## config.mk

```make
export PLATFORM = sky130hd
export DESIGN_NAME = us_timming_slot_scheduler
export DESIGN_NICKNAME = d
export VERILOG_FILES = /design/src/rtl/us_timming_slot_scheduler.sv
export SDC_FILE = /design/constraint.sdc
export NUM_CORES = 1
export LEC_CHECK = 0
export BUFFER_PORTS_ARGS = -buffer_cell sky130_fd_sc_hd__buf_4
export CAP_MARGIN = 20
export CORE_MARGIN = 2
export CORE_UTILIZATION = 25
export CTS_CLUSTER_SIZE = 14
export DETAILED_ROUTE_END_ITERATION = 10
export PLACE_DENSITY = 0.46
export RECOVER_POWER = 25
export SETUP_SLACK_MARGIN = 0.2
export SYNTH_ARGS = -nofsm -noshare
export SYNTH_HDL_FRONTEND = slang
export SYNTH_SLANG_ARGS = --single-unit
export TNS_END_PERCENT = 30
```

## constraint.sdc

```tcl
create_clock -name sys_clk_i -period 3.8 [get_ports sys_clk_i]
set_input_delay 0.57 -clock sys_clk_i [delete_from_list [all_inputs] [get_ports sys_clk_i]]
set_output_delay 0.57 -clock sys_clk_i [all_outputs]
set_load 0.02 [all_outputs]
```

## src/rtl/us_timming_slot_scheduler.sv

```systemverilog
// ---------------------------------------------------------------------------
// us_timming_slot_scheduler
//
// Frame-level sequencer for the upstream timing-request driver. On each frame
// tick it walks cache slots 0..TOTAL_NUM-1. Slots whose bit is clear in the
// mask latched at frame start are skipped. For each enabled slot it:
// - issues a one-cycle start trigger carrying the slot number;
// - waits for the driver's done pulse, or for a timeout;
// - idles for a programmable gap.
// It owns the frame counter for the upstream path.
//
// Ports
//   sys_clk_i                 system clock
//   rst_i                     synchronous reset, active-high
//   enable_i                  permits starting new frames
//   frame_start_i             one-cycle frame tick
//   slot_mask_i               per-slot transmit enable, latched at frame start
//   gap_cycles_i              inter-slot idle cycles, latched at frame start
//   transmit_start_trigger_o  one-cycle start pulse to the driver
//   cache_num_o               slot number, held until the next trigger
//   frame_cnt_o               frame counter, changes only at end of frame
//   transmit_done_pluse_i     driver completion pulse
//   busy_o                    high while a frame is in progress
//   frame_done_pluse_o        one-cycle pulse at end of frame
//   timeout_cnt_o             saturating count of timed-out slots
//   overrun_cnt_o             saturating count of ticks dropped while busy
// ---------------------------------------------------------------------------
module us_timming_slot_scheduler #(
    parameter int TOTAL_NUM   = 104,
    parameter int TIMEOUT_CYC = 4096
) (
    input  logic                 sys_clk_i,
    input  logic                 rst_i,
    input  logic                 enable_i,
    input  logic                 frame_start_i,
    input  logic [TOTAL_NUM-1:0] slot_mask_i,
    input  logic [15:0]          gap_cycles_i,
    output logic                 transmit_start_trigger_o,
    output logic [7:0]           cache_num_o,
    output logic [15:0]          frame_cnt_o,
    input  logic                 transmit_done_pluse_i,
    output logic                 busy_o,
    output logic                 frame_done_pluse_o,
    output logic [15:0]          timeout_cnt_o,
    output logic [15:0]          overrun_cnt_o
);

    // The index must be able to reach TOTAL_NUM itself (end-of-scan marker).
    localparam int IDX_W   = $clog2(TOTAL_NUM + 1);
    localparam int TIMER_W = $clog2(TIMEOUT_CYC);

    typedef enum logic [2:0] {
        S_IDLE = 3'd0,
        S_SCAN = 3'd1,
        S_TRIG = 3'd2,
        S_WAIT = 3'd3,
        S_GAP  = 3'd4,
        S_DONE = 3'd5
    } state_t;

    state_t               state_reg;
    state_t               state_next;
    logic [IDX_W-1:0]     idx_reg;
    logic [TIMER_W-1:0]   timer_reg;
    logic [15:0]          gap_cnt_reg;
    logic [TOTAL_NUM-1:0] mask_reg;
    logic [15:0]          gap_reg;
    logic [7:0]           cache_num_reg;
    logic [15:0]          frame_cnt_reg;
    logic [15:0]          timeout_cnt_reg;
    logic [15:0]          overrun_cnt_reg;

    // A zero is appended above the top slot so that indexing with
    // idx==TOTAL_NUM stays in range; that case is caught by scan_end first.
    logic [TOTAL_NUM:0]   mask_ext;
    logic                 scan_end;
    logic                 slot_en;
    logic                 timer_exp;
    logic                 gap_end;
    logic                 start_ok;

    assign mask_ext  = {1'b0, mask_reg};
    assign scan_end  = (idx_reg == IDX_W'(TOTAL_NUM));
    assign slot_en   = mask_ext[idx_reg];
    assign timer_exp = (timer_reg == TIMER_W'(TIMEOUT_CYC - 1));
    assign gap_end   = (gap_cnt_reg == 16'd0);
    assign start_ok  = frame_start_i && enable_i;

    // State register
    always_ff @(posedge sys_clk_i) begin
        if (rst_i) begin
            state_reg <= S_IDLE;
        end else begin
            state_reg <= state_next;
        end
    end

    // Next-state logic
    always_comb begin
        state_next = state_reg;
        case (state_reg)
            S_IDLE: if (start_ok) state_next = S_SCAN;
            S_SCAN: begin
                if (scan_end) begin
                    state_next = S_DONE;
                end else if (slot_en) begin
                    state_next = S_TRIG;
                end
            end
            S_TRIG: state_next = S_WAIT;
            S_WAIT: if (transmit_done_pluse_i || timer_exp) state_next = S_GAP;
            S_GAP:  if (gap_end) state_next = S_SCAN;
            S_DONE: state_next = S_IDLE;
            default: state_next = S_IDLE;
        endcase
    end

    // Strobes are decoded from the state register only, so no input reaches
    // these outputs combinationally.
    always_comb begin
        transmit_start_trigger_o = (state_reg == S_TRIG);
        busy_o                   = (state_reg != S_IDLE);
        frame_done_pluse_o       = (state_reg == S_DONE);
    end

    // Datapath
    always_ff @(posedge sys_clk_i) begin
        if (rst_i) begin
            idx_reg         <= '0;
            timer_reg       <= '0;
            gap_cnt_reg     <= '0;
            mask_reg        <= '0;
            gap_reg         <= '0;
            cache_num_reg   <= '0;
            frame_cnt_reg   <= '0;
            timeout_cnt_reg <= '0;
            overrun_cnt_reg <= '0;
        end else begin
            // A tick while busy is dropped and only counted.
            if (frame_start_i && (state_reg != S_IDLE) && (overrun_cnt_reg != 16'hFFFF)) begin
                overrun_cnt_reg <= overrun_cnt_reg + 16'd1;
            end

            case (state_reg)
                S_IDLE: begin
                    if (start_ok) begin
                        mask_reg <= slot_mask_i;
                        gap_reg  <= gap_cycles_i;
                        idx_reg  <= '0;
                    end
                end
                S_SCAN: begin
                    if (!scan_end) begin
                        if (slot_en) begin
                            // Loaded on entry to S_TRIG so the number is valid
                            // together with the trigger and held afterwards.
                            cache_num_reg <= 8'(idx_reg);
                        end else begin
                            idx_reg <= idx_reg + IDX_W'(1);
                        end
                    end
                end
                S_TRIG: begin
                    timer_reg <= '0;
                end
                S_WAIT: begin
                    if (transmit_done_pluse_i) begin
                        timer_reg   <= '0;
                        gap_cnt_reg <= gap_reg;
                    end else if (timer_exp) begin
                        timer_reg   <= '0;
                        gap_cnt_reg <= gap_reg;
                        if (timeout_cnt_reg != 16'hFFFF) begin
                            timeout_cnt_reg <= timeout_cnt_reg + 16'd1;
                        end
                    end else begin
                        timer_reg <= timer_reg + TIMER_W'(1);
                    end
                end
                S_GAP: begin
                    // The gap counter counts down from gap, giving gap+1 cycles.
                    if (gap_end) begin
                        idx_reg <= idx_reg + IDX_W'(1);
                    end else begin
                        gap_cnt_reg <= gap_cnt_reg - 16'd1;
                    end
                end
                S_DONE: begin
                    frame_cnt_reg <= frame_cnt_reg + 16'd1;
                end
                default: ;
            endcase
        end
    end

    assign cache_num_o   = cache_num_reg;
    assign frame_cnt_o   = frame_cnt_reg;
    assign timeout_cnt_o = timeout_cnt_reg;
    assign overrun_cnt_o = overrun_cnt_reg;

endmodule
```

==> out/qor_table.md, run 1 <==
| Group | Metric | Value |
|---|---|---|
| status | Run status | complete, no violations |
| power and ir drop | Internal power contribution | 4.01 mW |
| timing | Final Max Tran Viols | 0 |
| final layout | NumNets Final | 1,448 |
| yosys | Net count after synthesis | 1,304 |
| detailed routing | Total length of routed wires | 27.9 mm |
| global routing | Initial antenna violation count | 1 |
| timing | Worst-case headroom to the max-slew limit | 41.6% |
| yosys | Post-synthesis cell type count | 67 |
| job | MaxCap Viol Count | 0 |
| floorplan | Starting density of the core | 25.4% |
| yosys | Most used DFF post-synth | sky130_fd_sc_hd__dfxtp_1 |
| setup path | Worst Setup End Kind | flop |
| power and ir drop | Leakage component of the power | 4.34 nW |
| floorplan | Row count | 71 |
| detailed routing | Number of nets with antenna violations after routing | 0 |
| timing | Setup-violating endpoint count in the final report | 0 |
| placed design | Post-placement cell area | 11,400 sq um |
| detailed routing | DRC violations left | 0 |
| cts | Root Buffer Master | sky130_fd_sc_hd__clkbuf_16 |
| cts | Clock buffer depth | 3 |
| cts | Post-CTS clock slew at the launch and capture registers of the worst setup and hold paths | 0.07 ns |
| placed design | GP Congestion | 0.766 |
| setup path | Critical Setup Path Class | reg2reg |
| floorplan | Overall die area | 39,900 sq um |
| global routing | Gr usage total | 13.9% |
| power and ir drop | Net switching power | 1.27 mW |
| detailed routing | Via density per instance | 4.57 |
| floorplan | Number of top-level pins | 184 |
| setup path | Required time reported for the critical path endpoint | 4.19 ns |
| timing | Fin. Hold Viols | 0 |
| power and ir drop | Combinational Power Share | 8.1% |
| final layout | Layout Cell Area excl Fill | 12,100 sq um |
| timing | Max Clk Rate | 333 MHz |
| final layout | Layout cells sized above 1 | 16.0% |
| detailed routing | Drt wl/cell | 15.1 um |
| yosys | Total of warnings raised by yosys | 0 |
| cts | Number of instances resized during post-cts repair | 0 |
| timing | Share of the cycle needed by the critical path after routing | 78.9% |
| final layout | Layout fillers | 4,063 |
| global routing | Leftover overflow at the end of global routing | 0 |
| timing | Setup repair after global routing missed its margin | false |
| yosys | Register area share after synthesis | 44.5% |
| timing | Final sum of negative setup slack | 0 ns |
| floorplan | Overall die height | 200 um |
| power and ir drop | Worst VDD drop | 0.286 mV |
| yosys | Flip-flop and latch count after synthesis | 213 |
| hold path | Type of the most critical hold path | in2reg |
| cts | Quantity of hold-fixing buffers added after cts | 0 |
| yosys | Post-synthesis cell area | 9590 sq um |
| setup path | Kind of start point of the critical path | flop |
| floorplan | Width of the chip | 200 um |
| placed design | HPWL after detailed placement | 19.5 mm |
| global routing | Wire length of the first global-routing pass | 44.5 mm |
| yosys | Avg Inst Size Synth | 8.19 sq um |
| global routing | Largest net degree at the start of global routing | 88 |
| setup path | CP Max Fanout | 32 |
| power and ir drop | Power density over the cells | 438 nW/um^2 |
| cts | H-tree levels | 1 |
| timing | Clock period minus final worst setup slack | 3.00 ns |
| yosys | Synth async-reset ratio | 0% |
| yosys | Post-synthesis instance total | 1,171 |
| timing | Worst-margin pin slew | 0.875 ns |
| detailed routing | Vias post-DR | 8,425 |
| final layout | Synth-to-Final Area Change | 25.7% |
| placed design | Quantity of I/O buffers inserted on ports | 182 |
| power and ir drop | Clock power share | 47.5% |
| cts | CTS tree | built |
| final layout | Number of flip-flops in the largest register | 104 |
| setup path | Arrival time of data at the critical path endpoint | 3.39 ns |
| timing | Worst setup skew after layout | 0.0179 ns |
| final layout | Diode count | 0 |
| power and ir drop | Design Power | 5.28 mW |
| global routing | Via count of the first global-routing pass | 8,133 |
| power and ir drop | Net Sw Frac | 24.1% |
| yosys | Number of flops mapped to enable cells by yosys | 0 |
| cts | Worst skew pair latency | 0.54 ns |
| power and ir drop | Relative contribution of sequential cells to total power | 44.5% |
| detailed routing | Number of design-rule violations left by the first detailed-router iteration | 558 |
| cts | Post-CTS setup buffer count | 0 |
| detailed routing | DR pass1 iterations | 5 |
| floorplan | Core footprint | 37,800 sq um |
| cts | Num Clock Sinks | 213 |
| cts | Inserted Clock Buffers | 26 |
[final timing paths]
path	start	endpoint	slack (ns)	depth (start not counted)
min	gap_cycles_i[5]	gap_reg[5]	0.27	3
min reg2reg	mask_reg[63]	mask_reg[63]	0.45	2
max reg2reg	idx_reg[0]	cache_num_o[5]	0.80	7
max	idx_reg[0]	cache_num_o[5]	0.80	7
[power groups by stage]
stage	logic [mW]	registers (mW)	clock network (mW)
6_report	0.425	2.35	2.50
5_1_grt	0.476	2.35	2.68
4_1_cts	0.436	2.35	2.59
3_5_place_dp	0.435	2.40	0
3_3_place_gp	0.429	2.40	0
2_1_floorplan	0.258	2.38	0
[cell usage in the layout, fill, tap and decap left out, drive strengths merged, types with 5 or more instances in the layout]
cell / n
a22oi: 13
nor2: 89
mux4: 18
and3: 11
xnor2: 14
a211oi: 6
and2: 8
xor2: 28
inv: 15
nand3: 32
ha: 8
or3: 11
nand2b: 10
o21ai: 37
clkinv: 5
and4: 6
nor2b: 9
nand2: 292
nor3: 10
o2bb2ai: 5
dfxtp: 213
a21oi: 153
nand4: 12
buf: 139
clkbuf: 92
mux2i: 29
nor4: 7
[per-stage QoR]
step / instances / hold slack (ns) / worst slack [ns] / util [%]
2_1_floorplan: 1171 / 0.433 / 1.37 / -
3_3_place_gp: 1798 / 0.445 / 0.910 / 30.2
3_5_place_dp: 1798 / 0.447 / 0.856 / 30.2
4_1_cts: 1844 / 0.250 / 0.825 / 32.5
5_1_grt: 1844 / 0.260 / 0.626 / 31.9
6_report: 1844 / 0.273 / 0.800 / 31.9
[logic make-up after synthesis]
family	Yosys count	share of synthesized area, %
adder cells (fa/ha/maj)	8	1.04
XOR/XNOR	42	3.84
buffers and inverters	93	4.15
AO/OA/AOI/OAI	250	15.3
other	1	0.0391
flip-flops	213	44.5
multiplexers	49	7.49
AND/OR/NAND/NOR	515	23.7
[critical path, cell delays in order, from the launching register on]
cell and delay, ns:
sky130_fd_sc_hd__dfxtp_2 0.50, sky130_fd_sc_hd__buf_12 0.28, sky130_fd_sc_hd__mux4_2 0.56, sky130_fd_sc_hd__a221oi_1 0.42, sky130_fd_sc_hd__a32o_2 0.25, sky130_fd_sc_hd__a221o_1 0.51
sky130_fd_sc_hd__mux2i_1 0.25, sky130_fd_sc_hd__nor2_1 0.05
[synthesized netlist by cell type (10+ instances only)]
master	number	area share (%)
sky130_fd_sc_hd__inv_1	14	0.55
sky130_fd_sc_hd__nand4_1	12	0.78
sky130_fd_sc_hd__clkbuf_1	61	2.4
sky130_fd_sc_hd__nand3_1	31	1.6
sky130_fd_sc_hd__a22oi_1	13	1.0
sky130_fd_sc_hd__xor2_1	28	2.6
sky130_fd_sc_hd__and3_1	11	0.72
sky130_fd_sc_hd__or3_1	11	0.72
sky130_fd_sc_hd__mux2i_1	29	3.0
sky130_fd_sc_hd__nor2_1	89	3.5
sky130_fd_sc_hd__nand2_1	292	11
sky130_fd_sc_hd__nand2b_1	10	0.65
sky130_fd_sc_hd__mux4_2	18	4.2
sky130_fd_sc_hd__dfxtp_1	213	44
sky130_fd_sc_hd__o21ai_0	21	1.1
sky130_fd_sc_hd__xnor2_1	14	1.3
sky130_fd_sc_hd__o21ai_1	16	0.83
sky130_fd_sc_hd__a21oi_1	152	7.9
[routing by layer]
metal  global-route usage [%]  vias to the layer above  wire length [um]
met5                        0                        -                13
met4                     2.88                        2               451
met1                     20.0                     3889             13800
li1                         -                     4311                 -
met2                     21.3                      188             12100
met3                     3.14                       35              1560
[cell type report]
type | count | area, sq um | share of cell area (%)
Clock buffer | 37 | 753 | 6.25
Clock inverter | 9 | 104 | 0.862
Inverter | 15 | 56.3 | 0.467
Multi-Input combinational cell | 865 | 4940 | 41.0
Sequential cell | 213 | 4270 | 35.4
Tap cell | 511 | 639 | 5.30
Timing Repair Buffer | 194 | 1290 | 10.7
Note: power is estimated with default switching activity, not from simulation.
==> inputs of run 2 (changes only) <==
==> constraint.sdc (replaced) <==
create_clock -name sys_clk_i -period 2.85 [get_ports sys_clk_i]
set_input_delay 0.4275 -clock sys_clk_i [delete_from_list [all_inputs] [get_ports sys_clk_i]]
set_output_delay 0.4275 -clock sys_clk_i [all_outputs]
set_load 0.02 [all_outputs]
==> out/qor_table.md, run 2 (synthesis gave the netlist of run 1 again) <==
| Group | Metric | Value |
|---|---|---|
| timing | Final sum of negative setup slack | 0 ns |
| final layout | Synth-to-Final Area Change | 28.7% |
| final layout | Layout cells sized above 1 | 17.8% |
| detailed routing | DR pass1 iterations | 5 |
| final layout | Highest-count cells in the layout ignoring fill and taps | sky130_fd_sc_hd__nand2_1 (292), sky130_fd_sc_hd__dfxtp_1 (212), sky130_fd_sc_hd__a21oi_1 (151) |
| power and ir drop | Design Power | 7.20 mW |
| setup path | Kind of start point of the critical path | flop |
| final layout | Most common cell after layout, fill and taps aside | sky130_fd_sc_hd__nand2_1 |
| setup path | Largest stage delay, worst path | 0.49 ns |
| timing | Final Max Tran Viols | 0 |
| placed design | Post-placement cell area | 11,600 sq um |
| final layout | Number of flip-flops in the largest register | 104 |
| setup path | Crit-path leading delay family | compound AO/OA/AOI/OAI gates |
| detailed routing | Via density per instance | 4.58 |
| floorplan | Overall die height | 200 um |
| cts | H-tree levels | 1 |
| global routing | Gr usage total | 14.0% |
| setup path | Cell depth of the worst setup path | 8 |
| power and ir drop | Worst VDD drop | 0.352 mV |
| global routing | Largest net degree at the start of global routing | 76 |
| timing | Fin. Hold Viols | 0 |
| hold path | Type of the most critical hold path | in2reg |
| placed design | Quantity of I/O buffers inserted on ports | 182 |
| power and ir drop | Combinational Power Share | 8.2% |
| global routing | Via count of the first global-routing pass | 8,143 |
| setup path | Critical Setup Path Class | reg2reg |
| setup path | CP Max Fanout | 8 |
| setup path | Required time reported for the critical path endpoint | 3.31 ns |
| power and ir drop | Net Sw Frac | 23.3% |
| power and ir drop | Power density over the cells | 583 nW/um^2 |
| setup path | Worst Setup End Kind | flop |
| setup path | Critical-path cell list | buf_4, mux4_2, mux2_2, nand3b_1, a32o_1, a32oi_2, a21oi_4, o2bb2ai_1 |
| floorplan | Row count | 71 |
| floorplan | Width of the chip | 200 um |
| floorplan | Core footprint | 37,800 sq um |
| detailed routing | Drt wl/cell | 15.2 um |
| hold path | Hold Path Stages | 3 |
| floorplan | Overall die area | 39,900 sq um |
| placed design | HPWL after detailed placement | 20.0 mm |
| floorplan | Number of top-level pins | 184 |
| cts | Worst skew pair latency | 0.54 ns |
| job | MaxCap Viol Count | 0 |
| power and ir drop | Relative contribution of sequential cells to total power | 43.4% |
| timing | Share of the cycle needed by the critical path after routing | 88.7% |
| final layout | Multi-input gate area in the final layout | 5000 sq um |
| final layout | Register area | 4270 sq um |
| timing | Clock period minus final worst setup slack | 2.53 ns |
| power and ir drop | Net switching power | 1.68 mW |
| global routing | Initial antenna violation count | 0 |
| global routing | Wire length of the first global-routing pass | 44.6 mm |
| timing | Worst-margin pin slew | 0.598 ns |
| timing | Worst setup skew after layout | 0.0138 ns |
| detailed routing | Number of design-rule violations left by the first detailed-router iteration | 371 |
| global routing | Leftover overflow at the end of global routing | 0 |
| setup path | Arrival time of data at the critical path endpoint | 2.99 ns |
| power and ir drop | Leakage component of the power | 4.50 nW |
| cts | Root Buffer Master | sky130_fd_sc_hd__clkbuf_16 |
| final layout | Layout fillers | 4,067 |
| detailed routing | Vias post-DR | 8,522 |
| placed design | GP Congestion | 0.764 |
| power and ir drop | Internal power contribution | 5.52 mW |
| floorplan | Starting density of the core | 25.4% |
| cts | Num Clock Sinks | 213 |
| final layout | NumNets Final | 1,467 |
| timing | Setup repair after global routing missed its margin | true |
| setup path | Worst-path cell with the longest stage delay | sky130_fd_sc_hd__mux4_2 |
| status | Run status | complete, no violations |
| setup path | Number of buffer and inverter instances along the worst setup path | 1 |
| timing | Setup-violating endpoint count in the final report | 0 |
| cts | CTS tree | built |
| detailed routing | Total length of routed wires | 28.2 mm |
| detailed routing | Number of nets with antenna violations after routing | 0 |
| power and ir drop | Clock power share | 48.3% |
| timing | Worst-case headroom to the max-slew limit | 59.9% |
| cts | Post-CTS clock slew at the launch and capture registers of the worst setup and hold paths | 0.06 ns |
| final layout | Diode count | 0 |
| cts | Inserted Clock Buffers | 26 |
| detailed routing | DRC violations left | 0 |
| timing | Max Clk Rate | 396 MHz |
| final layout | Layout Cell Area excl Fill | 12,300 sq um |
| setup path | Worst R2R Path Depth | 8 |
| cts | Clock buffer depth | 3 |
[run 2: routing by layer]
metal / vias up / track usage (%) / part of all wire (%)
met5: - / 0 / 0
met2: 182 / 21.5 / 43
met3: 34 / 2.59 / 5.1
li1: 4362 / - / -
met4: 0 / 3.21 / 1.9
met1: 3944 / 20.2 / 50
[run 2: cell type report]
cell class                      instances  share of cell area, %
Multi-Input combinational cell        865                   40.5
Sequential cell                       213                   34.6
Timing Repair Buffer                  213                   12.0
Clock buffer                           32                   5.95
Tap cell                              511                   5.18
Clock inverter                         13                   1.34
Inverter                               15                  0.456
[run 2: power groups by stage]
stage | sequential (mW) | clock [mW] | combinational (mW)
2_1_floorplan | 3.17 | 0 | 0.344
3_3_place_gp | 3.20 | 0 | 0.590
3_5_place_dp | 3.19 | 0 | 0.595
4_1_cts | 3.13 | 3.60 | 0.598
5_1_grt | 3.14 | 3.72 | 0.660
6_report | 3.13 | 3.48 | 0.592
[run 2: final timing paths]
| check | startpoint | endpoint | slack, ns |
|---|---|---|---|
| max | idx_reg[0] | idx_reg[3] | 0.32 |
| min | slot_mask_i[95] | mask_reg[95] | 0.14 |
| max reg2reg | idx_reg[0] | idx_reg[3] | 0.32 |
| min reg2reg | mask_reg[5] | mask_reg[5] | 0.45 |
[run 2: worst register-to-register path, stage by stage, from the launching register on]
cell                        delay, ns
sky130_fd_sc_hd__dfxtp_4         0.43
sky130_fd_sc_hd__buf_4           0.17
sky130_fd_sc_hd__mux4_2          0.49
sky130_fd_sc_hd__mux2_2          0.31
sky130_fd_sc_hd__nand3b_1        0.12
sky130_fd_sc_hd__a32o_1          0.27
sky130_fd_sc_hd__a32oi_2         0.25
sky130_fd_sc_hd__a21oi_4         0.28
sky130_fd_sc_hd__o2bb2ai_1       0.14
[run 2: timing repair]
item / CTS / global route
pin swaps: 0 / 5
setup buffers: 0 / 3
hold buffers: 0 / 0
setup endpoints to repair: 12 / 22
resized for setup: 2 / 10
[run 2: metrics by stage]
step                      hold slack, ns  cells  worst slack (ns)  util [%]
after CTS                          0.104   1859             0.264      33.0
after global placement             0.442   1814             0.230      30.6
after global routing               0.119   1862             0.169      32.7
final                              0.135   1862             0.322      32.7
after floorplan                    0.433   1171             0.423         -
after detailed placement           0.447   1814             0.173      30.6
